`src/rtl/led_pattern_gen.sv`:
```
// LED pattern engine: prescaled step tick drives binary, Gray, scanner or PWM-breathing patterns
// onto registered, active-high LED outputs.
module led_pattern_gen #(
    parameter int unsigned N_LEDS     = 8,
    parameter int unsigned PRESCALE_W = 18,
    parameter int unsigned PWM_W      = 8
) (
    input  logic              clk,
    input  logic              rst_n,
    input  logic              en,
    input  logic [1:0]        mode,
    output logic [N_LEDS-1:0] leds,
    output logic              tick_o
);

    localparam int unsigned       PosW    = $clog2(N_LEDS);
    localparam logic [PosW-1:0]   PosMax  = PosW'(N_LEDS - 1);
    localparam logic [PWM_W-1:0]  DutyMax = '1;

    typedef enum logic [1:0] {
        ModeBin    = 2'd0,
        ModeGray   = 2'd1,
        ModeScan   = 2'd2,
        ModeBreath = 2'd3
    } mode_e;

    typedef enum logic {
        DirUp   = 1'b0,
        DirDown = 1'b1
    } dir_e;

    logic [PRESCALE_W-1:0] pre_q, pre_d;
    logic [PWM_W-1:0]      pwm_q, pwm_d;
    logic [PWM_W-1:0]      duty_q, duty_d;
    logic [N_LEDS-1:0]     cnt_q, cnt_d;
    logic [PosW-1:0]       pos_q, pos_d;
    dir_e                  dir_q, dir_d;
    mode_e                 mode_q;
    logic [N_LEDS-1:0]     leds_q, leds_d;
    logic                  tick_q;
    logic                  tick;
    logic                  mode_chg;

    assign tick     = en && (pre_q == '1);
    assign mode_chg = (mode_e'(mode) != mode_q);

    always_comb begin
        pre_d  = pre_q;
        pwm_d  = pwm_q;
        cnt_d  = cnt_q;
        pos_d  = pos_q;
        dir_d  = dir_q;
        duty_d = duty_q;
        leds_d = leds_q;

        if (en) begin
            pre_d = pre_q + 1'b1;
            pwm_d = pwm_q + 1'b1;
        end

        // A mode change restarts the pattern and swallows any coincident tick.
        if (mode_chg) begin
            cnt_d  = '0;
            pos_d  = '0;
            duty_d = '0;
            dir_d  = DirUp;
        end else if (tick) begin
            unique case (mode_q)
                ModeBin, ModeGray: cnt_d = cnt_q + 1'b1;
                ModeScan: begin
                    if (dir_q == DirUp) begin
                        if (pos_q == PosMax) begin
                            dir_d = DirDown;
                            pos_d = PosMax - PosW'(1);
                        end else begin
                            pos_d = pos_q + PosW'(1);
                        end
                    end else if (pos_q == '0) begin
                        dir_d = DirUp;
                        pos_d = PosW'(1);
                    end else begin
                        pos_d = pos_q - PosW'(1);
                    end
                end
                ModeBreath: begin
                    if (dir_q == DirUp) begin
                        if (duty_q == DutyMax) begin
                            dir_d  = DirDown;
                            duty_d = DutyMax - 1'b1;
                        end else begin
                            duty_d = duty_q + 1'b1;
                        end
                    end else if (duty_q == '0) begin
                        dir_d  = DirUp;
                        duty_d = PWM_W'(1);
                    end else begin
                        duty_d = duty_q - 1'b1;
                    end
                end
            endcase
        end

        if (en) begin
            unique case (mode_q)
                ModeBin:    leds_d = cnt_q;
                ModeGray:   leds_d = cnt_q ^ (cnt_q >> 1);
                ModeScan:   leds_d = N_LEDS'(1) << pos_q;
                ModeBreath: leds_d = {N_LEDS{pwm_q < duty_q}};
            endcase
        end
    end

    always_ff @(posedge clk or negedge rst_n) begin
        if (!rst_n) begin
            pre_q  <= '0;
            pwm_q  <= '0;
            cnt_q  <= '0;
            pos_q  <= '0;
            dir_q  <= DirUp;
            duty_q <= '0;
            mode_q <= ModeBin;
            leds_q <= '0;
            tick_q <= 1'b0;
        end else begin
            pre_q  <= pre_d;
            pwm_q  <= pwm_d;
            cnt_q  <= cnt_d;
            pos_q  <= pos_d;
            dir_q  <= dir_d;
            duty_q <= duty_d;
            mode_q <= mode_e'(mode);
            leds_q <= leds_d;
            tick_q <= tick;
        end
    end

    assign leds   = leds_q;
    assign tick_o = tick_q;

endmodule

```
`config.mk`:
```
export PLATFORM = sky130hd
export DESIGN_NAME = led_pattern_gen
export DESIGN_NICKNAME = d
export VERILOG_FILES = /design/src/rtl/led_pattern_gen.sv
export SDC_FILE = /design/constraint.sdc
export NUM_CORES = 1
export LEC_CHECK = 0
export CORE_ASPECT_RATIO = 0.75
export CORE_UTILIZATION = 65
export DETAILED_ROUTE_END_ITERATION = 8
export PLACE_DENSITY = 0.84
export SETUP_SLACK_MARGIN = 0.15
export SLEW_MARGIN = 25
export SYNTH_ARGS = -nofsm -noshare
export SYNTH_HDL_FRONTEND = slang
export SYNTH_SLANG_ARGS = --single-unit
```
`constraint.sdc`:
```
create_clock -name clk -period 3.4 [get_ports clk]
set_input_delay 0.68 -clock clk [delete_from_list [all_inputs] [get_ports clk]]
set_output_delay 0.68 -clock clk [all_outputs]
set_load 0.005 [all_outputs]
```
# == Word-level counts from Yosys, hierarchy flattened ==
# Cells that the tools add are included.
# totals
reg_bits,57
inputBits,5
# op_classes
reduce_logical,14
n_mux,25
n_bitwise,1
addsub,7
n_eq_ne,7
order_cmp,1
n_shift,1
# ops
operator,n
8-bit two-way mux,9
8-bit case mux with 4 select lines,1
8-bit by 1-bit adder with 8-bit output (second input constant),3
18-bit by 1-bit adder with 18-bit output (second input constant),1
18-bit == test (second input constant),1
3-bit two-way mux,6
8-bit == test (second input constant),1
8-bit logical NOT,1
8-bit less-than comparator,1
1-bit two-way mux,8
2-bit AND reduction,4
2-bit nonzero test,4
1-bit by 3-bit left shift with 8-bit output (first input constant),1
8-bit by 1-bit subtractor with 8-bit output (second input constant),1
8-bit by 7-bit XOR with 8-bit output,1
2-bit == test (second input constant),2
3-bit by 1-bit adder with 3-bit output (second input constant),1
3-bit == test (second input constant),1
3-bit logical NOT,1
3-bit nonzero test,1
3-bit by 1-bit subtractor with 3-bit output (second input constant),1
2-bit by 1-bit == test with 1-bit output (second input constant),1
2-bit logical NOT,1
2-bit != test,1
other kinds (3),3

# == Depth between registers and ports, before layout ==
# Gate-level depths: netlist (run 1).
# logic_depth
word_depth,6
ltp_mapped,8

# == Worst setup path before layout (run 1) ==
# OpenSTA, ideal clock, no wires.
# synth_path
kind,in2reg
from,input port en
to,register duty_q[5]
path_buffers,0
setup_ns,0.078
arrival_ns,1.993
stages,5
required_ns,3.322
slack_ns,1.329
cell_sequence,nand4_2 nor3_4 nand4_4 or4_1 a21oi_1
# synth_between
elab_chain_len,3
# synth_lines
item,line_no,text
from (decl),10,"input logic en,"
1-bit logical AND,44,assign tick = en && (pre_q == '1);
2-bit nonzero test (no line),n/a,
2-bit AND reduction (no line),n/a,
to (signal assigned),130,duty_q <= duty_d;
to (decl),34,"logic [PWM_W-1:0] duty_q, duty_d;"
# Every way passes these cells.
# A chain may end at the register's enable or synchronous reset.

# == Worst setup path after layout (run 1) ==
# Same ends and word-level chain as after synthesis.

==> impl_summary.md, run 1 <==
Outcome
The run finished with clean final reports.

Yosys
The share of synthesized area in the top cell type comes to 0.4136. The synthesized design contains 57 register bits. The multiplexer share of the synthesized area is 0.01524. The compound-cell area share of the yosys netlist is 0.1411.

The share of the Yosys chip area taken by registers is 0.4136. Of the total synthesized cell area, the portion taken by full adders, half adders and majority gates is 0.09071. The count of different cell masters after synthesis is 50. The cell type contributing the most total cell area after synthesis is sky130_fd_sc_hd__dfrtp_1. The xor-xnor portion of the synthesized cell area is 0.07112. Of the total synthesized cell area, the portion taken by AND, OR, NAND and NOR gates is 0.2286. The main combinational cell family by area after synthesis is simple AND/OR/NAND/NOR gates. The net count of the mapped netlist is a little over 400. The cell area after technology mapping is 0.003448 mm². Synthesis handed over a netlist of 374 instances. In the post-synthesis netlist, the biggest area contributors are sky130_fd_sc_hd__dfrtp_1 (41%), sky130_fd_sc_hd__ha_1 (9.1%), sky130_fd_sc_hd__xnor2_1 (4.6%). The Yosys step of the flow raised 0 warnings.

In this run the mean area of a mapped cell was approximately 9.2 µm².

Setup path
The peak per-stage delay on the critical path is 0.55 ns. The kind of cell with the highest combined delay on the critical path is simple AND/OR/NAND/NOR gates. The slowest cell on the critical path is sky130_fd_sc_hd__or4_1. The critical path goes through clkdlybuf4s50_1 > nand4_2 > nor3_4 > nand4_4 > or4_1 > a21oi_1. The type of element capturing the critical path is a register. The top fanout value on the critical path is 10.

STA classifies the critical path startpoint as a primary input. The worst setup path is of the in2reg kind. Together, buffers and inverters on the worst path number 1. The data arrival time at the worst-slack endpoint is 2.76 ns.

STA puts the critical path data required time at 3.67 ns.

Timing
In the final timing run, aggregate negative setup slack is 0 ns. Setup violations remaining at the end of the flow were counted as 0. The worst path needs 2.493 ns of the cycle, external delays included.

The final max-slew violation count was 0. Based on the critical path, the design can be clocked at up to 0.4011 GHz. The number of hold violations in the final report came to 0. The worst clock skew is ~0.0080 ns.

At the pin with the least slew margin, the transition time is between 0.7 and 0.8 ns. The worst pin sits at a relative slew slack of 0.5265. The minimum hold slack is 0.3648 ns. Setup repair after global routing left no endpoint under its margin.

Dividing the final minimum period by the clock period gives 0.7332.

Place
The instance count after placement with tap cells included is 450. The final weighted congestion in routability-driven placement is 0.9341. The HPWL after detailed placement is 5294 µm. The port buffer count is 13.

GRT
The pin count of the biggest net entering global routing is 31. The number of antenna violations at the first check in global routing is 0. For this run, the total global-route usage over all layers was measured as 0.3085. The via count of the first global-routing pass is roughly 2700.

The first global-routing pass estimated 12990 µm of wire. The sum of overflow across all layers after global routing is 0.

Drt
Across all layers, the routed design uses 2927 vias. Dividing the detail-routed wire length by the instance count gives 16.40 µm. The pre-antenna-repair detailed-routing pass consisted of 6 iterations. In this run the remaining antenna-violating nets after routing total 0. After detailed routing, the number of vias per cell comes to roughly 6.3. The sum of routed wire length over all layers is approximately 7600 µm. After detailed routing, the number of remaining DRC violations is 0.

The number of DRC markers after the initial detailed-route iteration is between 300 and 400.

Clocking
Hold repair after CTS inserted 0 buffers. The deepest level of the CTS H-tree is 3. TritonCTS built the clock tree. Clock-pin slew was measured on the worst setup and hold paths at 0.07 ns.

Clock tree synthesis inserted a total of 9 buffers. The clock sink count is 57. The insertion delay of the later-clocked pin in the worst-skew pair is 0.34 ns.

The buffer levels on the longest clock path is 2. In this run the clock root is driven by a sky130_fd_sc_hd__clkbuf_8. After clock tree synthesis, the repair step resized 0 gates. Post-CTS timing repair inserted 0 buffers for setup.

Floorplanning
The die covers 0.005603 mm². In this run the vertical extent of the chip is roughly 65 µm. The region available for standard cell placement spans about 0.005 mm².

For this configuration, the core starts out at a cell density of 0.6883. The row count is 22. 14 I/O pins were placed.

The floorplan die width is approximately 86 µm.

Pwr
The power density over cell area is about 530 mW/mm². The worst-case IR drop observed on VDD is 0.3259 mV. For this design the static power due to leakage is 1.646 nW.

Final layout
The layout cell share with drive strength beyond 1 is 0.07107. The count of filler cells inserted in the layout is 355. The area growth from synthesis to layout is 12.48%.

The number of nets in the final layout is between 400 and 500. The antenna diode count is 0. The final instance count without filler cells is 466.

Flow run
The tool flagged a number of max-cap violations equal to 0.

Worst hold path
The worst hold path belongs to the class in2async.
[final cells by class]
type                    instances  area [µm²]  area share
clock buffers                  11       131.4     0.03387
clock inverters                 5       103.9     0.02677
inverters                      23       86.33     0.02226
multi-input cells             281        1886      0.4861
flip-flops and latches         57        1426      0.3677
well taps                      72       90.09     0.02323
repair buffers                 17       155.1     0.04000
[path summary, 6_finish.rpt]
kind / to / cells past startpoint / from / slack (ns)
setup reg to reg: duty_q[5] / 6 / pre_q[0] / 1.17
max in group asynchronous: pwm_q[7] / 2 / rst_n / 2.33
setup / recovery: duty_q[5] / 6 / en / 0.91
hold reg to reg: pwm_q[7] / 1 / pwm_q[7] / 0.48
min in group clk: pwm_q[7] / 1 / pwm_q[7] / 0.48
hold / removal: pre_q[0] / 1 / rst_n / 0.36
[cells by family after synthesis]
kind of cell,count (synthesis)
multiplexers,5
AO/OA/AOI/OAI,79
buffers and inverters,36
AND/OR/NAND/NOR,144
adder cells (fa/ha/maj),25
flip-flops,57
XOR/XNOR,28
[Yosys cell counts (all sizes together)]
| master | n |
|---|---|
| mux2 | 2 |
| xor2 | 10 |
| xnor2 | 18 |
| and2 | 3 |
| o211ai | 3 |
| or3 | 4 |
| nand4 | 13 |
| nor2 | 26 |
| nor3 | 10 |
| a221oi | 1 |
| nand2 | 34 |
| o31ai | 2 |
| nor4 | 2 |
| a2111o | 2 |
| nand2b | 2 |
| a32o | 3 |
| nor4b | 2 |
| or4 | 3 |
| o21ai | 25 |
| inv | 23 |
| a31o | 2 |
| a211oi | 3 |
| o21a | 1 |
| dfrtp | 57 |
| and4 | 4 |
| a31oi | 2 |
| o221ai | 1 |
| clkbuf | 9 |
| nor2b | 6 |
| a22o | 2 |
| a2bb2oi | 1 |
| mux2i | 3 |
| o311ai | 1 |
| a22oi | 1 |
| o41ai | 1 |
| and3 | 9 |
| ha | 25 |
| o21bai | 1 |
| buf | 4 |
| a21oi | 27 |
| nand3 | 18 |
| nor3b | 2 |
| nand3b | 6 |
[placed cells by master, fill, tap and decap left out, types with 3 or more instances in the layout]
| cell type | count |
|---|---|
| sky130_fd_sc_hd__nor2_1 | 26 |
| sky130_fd_sc_hd__xor2_1 | 10 |
| sky130_fd_sc_hd__a211oi_1 | 3 |
| sky130_fd_sc_hd__o211ai_1 | 3 |
| sky130_fd_sc_hd__nand4_1 | 10 |
| sky130_fd_sc_hd__and4_1 | 4 |
| sky130_fd_sc_hd__nand3_1 | 18 |
| sky130_fd_sc_hd__or4_1 | 3 |
| sky130_fd_sc_hd__nor2b_1 | 6 |
| sky130_fd_sc_hd__o21ai_0 | 23 |
| sky130_fd_sc_hd__clkbuf_8 | 9 |
| sky130_fd_sc_hd__mux2i_1 | 3 |
| sky130_fd_sc_hd__nand3b_1 | 6 |
| sky130_fd_sc_hd__buf_4 | 4 |
| sky130_fd_sc_hd__dfrtp_1 | 57 |
| sky130_fd_sc_hd__nor3_1 | 8 |
| sky130_fd_sc_hd__ha_1 | 25 |
| sky130_fd_sc_hd__and3_1 | 9 |
| sky130_fd_sc_hd__or3_1 | 4 |
| sky130_fd_sc_hd__xnor2_1 | 18 |
| sky130_fd_sc_hd__nand2_1 | 34 |
| sky130_fd_sc_hd__a21oi_1 | 27 |
| sky130_fd_sc_hd__inv_1 | 23 |
| sky130_fd_sc_hd__bufinv_16 | 3 |
| sky130_fd_sc_hd__a32o_1 | 3 |
| sky130_fd_sc_hd__clkdlybuf4s50_1 | 12 |
[stage by stage]
step	util	worst slack (ns)	cell area [µm²]	total power, mW
floorplan	-	1.329	3448	1.141
global placement	0.7273	0.6131	3643	1.279
detailed placement	0.7273	0.5756	3643	1.306
CTS	0.7742	0.9250	3879	2.073
global route	0.7742	0.7259	3879	2.166
finish	0.7742	0.9070	3879	2.059
[registers in the layout, summed over array words and instances, names as in the netlist]
name	cells
cnt_q	8
dir_q	1
duty_q	8
leds	8
mode_q	2
pos_q	3
pre_q	18
pwm_q	8
tick_o	1
[layer usage]
layer,routed length [µm],GRT usage,part of all wire,up-vias
met4,169,0.1125,0.022,0
met3,552,0.07134,0.072,22
met5,0,0,0,-
met2,3338,0.4514,0.44,123
li1,-,-,-,1375
met1,3584,0.4472,0.47,1407
[power breakdown]
part | switching (mW) | leakage [nW] | internal, mW
sequential | 0.124 | 0.749 | 0.790
clock | 0.274 | 0.118 | 0.487
combinational | 0.181 | 0.779 | 0.203
[worst reg2reg max path, delay by kind of cell (launching register included)]
family | cells | cell delay (ns)
AO/OA/AOI/OAI | 1 | 0.15
adder cells (fa/ha/maj) | 1 | 0.25
flip-flops | 1 | 0.41
AND/OR/NAND/NOR | 4 | 1.34
No activity file was read; power rests on OpenSTA's default activity.
==> run 2, diff against run 1 <==
Settings changed: CORE_UTILIZATION 65 to 55, PLACE_DENSITY 0.84 to 0.76.
Clock period 3.4 ns to 2.2 ns, I/O delays scaled along.
==> run 2 against run 1 <==
Effect of this change: global-route usage down 3.7 points; register-to-register slack worse by 1.0 ns; sequential share of layout area down 1.3 points; count of clock-buffer cells in the layout down 1; hold slack worse by 0.31 ns; non-clock buffer count up 19; clock power up 26%; critical path depth up 1; sequential cell count unchanged; first-iteration DRC count down 23%; largest cell class unchanged; largest power group unchanged.
==> impl_summary.md, run 2 (same netlist as run 1, synthesis figures left out) <==
GRT
The via count of the first global-routing pass is 2811 (+4.6%). The total track usage is 0.2718 (-0.03673). The global-route track usage on met1 was 0.3979 (-0.04931). The number of antenna violations at the first check in global routing is 0 (unchanged). The met2 usage in global routing is 0.3962 (-0.05515).

The pin count of the biggest net entering global routing is 36 (+16%). The wire length of the first global-routing pass is 13730 µm (+5.7%). The routing usage on met3 is 0.07097 (-0.0003698). After global routing, the most crowded layer is met1. The sum of overflow across all layers after global routing was 0 (unchanged).

Setup path
The required time at the endpoint of the critical path was 2.46 ns (-1.21 ns). The signal on the critical path passes through inv_2 > ha_1 > nand2_1 > nor4b_2 > o21ai_0 > or3_1 > a21oi_1. The critical path startpoint category is a register. The data arrival time at the worst-slack endpoint was 2.31 ns (-0.45 ns). The critical path is of the reg2reg type. The type of element capturing the critical path is a register. The register-to-register path setup slack is 0.15 ns (-1.02 ns).

The slowest cell on the critical path is sky130_fd_sc_hd__dfrtp_1. The top fanout value on the critical path is 7 (-3). The peak per-stage delay on the critical path was 0.48 ns (-0.07 ns).

Timing
Setup repair after global routing could not meet its margin everywhere. The number of hold violations in the final report was 0 (unchanged). Of the available clock period, the critical path in the final layout requires 0.9320. The relative max-transition margin came to 0.6527 (+0.1262). The upper clock frequency limit is 0.4877 GHz. The sum of negative setup slack is 0 ns (unchanged).

The final critical-path setup slack came to 0.1496 ns (-0.7574 ns). The count of endpoints failing setup in the final report is 0 (unchanged). The worst clock skew is 0.01653 ns (+0.008556 ns). The transition time at the pin with the least slew margin is 0.5209 ns (-0.1846 ns).

Subtracting the final worst setup slack from the clock period gives 2.050 ns. The final max-slew violation count is 0 (unchanged).

Clocking
The count of hold buffers inserted by post-cts repair was 0 (unchanged). The buffer levels on the longest clock path came to 2 (unchanged). The deepest level of the CTS H-tree was 3 (unchanged). The clock buffer count from CTS is 9 (unchanged). The clock root buffer is sky130_fd_sc_hd__clkbuf_8. The insertion delay of the later-clocked pin in the worst-skew pair is 0.35 ns (about the same). The clock-pin slew on the worst setup and hold paths is 0.07 ns (about the same). TritonCTS built the clock tree. The clock sink count is 57 (unchanged).

Final layout
The register bank with the most flops is pre_q. From synthesis to final layout, the design area changed by 16.65%. The number of nets in the final layout was 438 (+4.5%). The library cells used most frequently in the layout, excluding fill and tap cells, are sky130_fd_sc_hd__dfrtp_1 (57), sky130_fd_sc_hd__nand2_1 (34), sky130_fd_sc_hd__a21oi_1 (27), sky130_fd_sc_hd__nor2_1 (26), sky130_fd_sc_hd__ha_1 (24). The final instance count without filler cells is 491 (+5.4%). The layout cell share with drive strength beyond 1 was 0.1308 (+0.05968). The final core utilization is 0.6800 (-0.09423). The count of filler cells inserted in the layout is 465 (+31%). The most common library cell in the layout ignoring fill and taps is sky130_fd_sc_hd__dfrtp_1.

The antenna diode count is 0 (unchanged). The number of flip-flops in the largest register is 18 (unchanged).

Drt
The number of design rule violations left after detail routing is 0 (unchanged). The sum of routed wire length over all layers was 8011 µm (+4.8%). The number of DRC markers after the initial detailed-route iteration came to 242 (-23%). The count of antenna-violating nets left after detailed routing is 0 (unchanged). The number of iterations in the first detailed-routing pass is 5 (-1).

The detailed-route wire length per cell is 16.32 µm (-0.53%). The per-cell via count in the routed design is 6.114 (-2.7%). The via count of the routed design was 3002 (+2.6%).

Floorplanning
The initial core utilization was 0.5829 (-0.1054). The area of the die is 0.006594 mm² (+18%). The floorplan die width was 93.43 µm (+8.5%). The number of primary I/O pins is 14 (unchanged).

The height of the die is 70.58 µm (+8.5%). The row count is 24 (+9.1%). The standard cell core area is 0.005916 mm² (+18%).

Flow run
The reported max-cap violation count is 0 (unchanged).

Pwr
The leakage power was 1.752 nW (+6.4%). The maximum vdd ir drop is 0.3510 mV (+7.7%). The power density over cell area is 747.6 mW/mm² (+41%).

Place
The post-placement setup slack is -0.1522 ns (-0.7278 ns). The final HPWL from detailed placement was 5784 µm (+9.2%). The instance count after placement with tap cells included is 474 (+5.3%). The final weighted congestion in routability-driven placement came to 0.8869 (-5.1%). The port buffer count is 13 (unchanged).

Worst hold path
In this run the worst hold path is classified as in2async.

Outcome
The run finished with clean final reports.
[run 2: per-stage QoR]
step           power (mW)  hold WS (ns)  instance area [µm²]
6_report            3.007       0.05511                 4023
5_1_grt             3.189       0.08924                 4023
4_1_cts             3.007       0.07117                 3993
3_5_place_dp        2.055        0.4457                 3799
3_3_place_gp        2.004        0.4466                 3799
2_1_floorplan       1.764        0.1444                 3448
[run 2: path summary, 6_finish.rpt]
kind	end	start	depth (start not counted)
min in group clk	pre_q[12]	pre_q[12]	1
max in group asynchronous	duty_q[6]	rst_n	2
max	duty_q[6]	duty_q[0]	7
min	leds[4]	rst_n	1
max reg2reg	duty_q[6]	duty_q[0]	7
min reg2reg	pre_q[12]	pre_q[12]	1
[run 2: repair_timing]
action	in CTS	in global routing
gates resized for setup	1	6
buffers inserted	0	1
endpoints found under the setup margin	1	9
pin swaps	0	1
[run 2: worst max-delay path: cells and delay by family, from the launching register on]
kind / cells / cell delay (ns)
compound gates: 2 / 0.31
buf+inv: 1 / 0.14
flops: 1 / 0.48
fa+ha+maj: 1 / 0.22
simple gates: 3 / 0.81
[run 2: layout make-up]
class	count	area, µm²	share of cell area
multi-input cells	281	1916	0.4762
flip-flops and latches	57	1426	0.3546
repair buffers	36	310.3	0.07714
clock buffers	10	127.6	0.03173
well taps	78	97.59	0.02426
inverters	23	86.33	0.02146
clock inverters	6	58.81	0.01462
[run 2: metal layers]
layer | up-vias | share of wire
met2 | 113 | 0.44
met4 | 0 | 0.017
li1 | 1410 | -
met3 | 18 | 0.066
met5 | - | 0
met1 | 1461 | 0.48
[run 2: power by group]
part / leakage (nW) / switching [mW] / internal (mW)
clock network: 0.0998 / 0.440 / 0.516
logic: 0.903 / 0.292 / 0.350
registers: 0.749 / 0.188 / 1.22
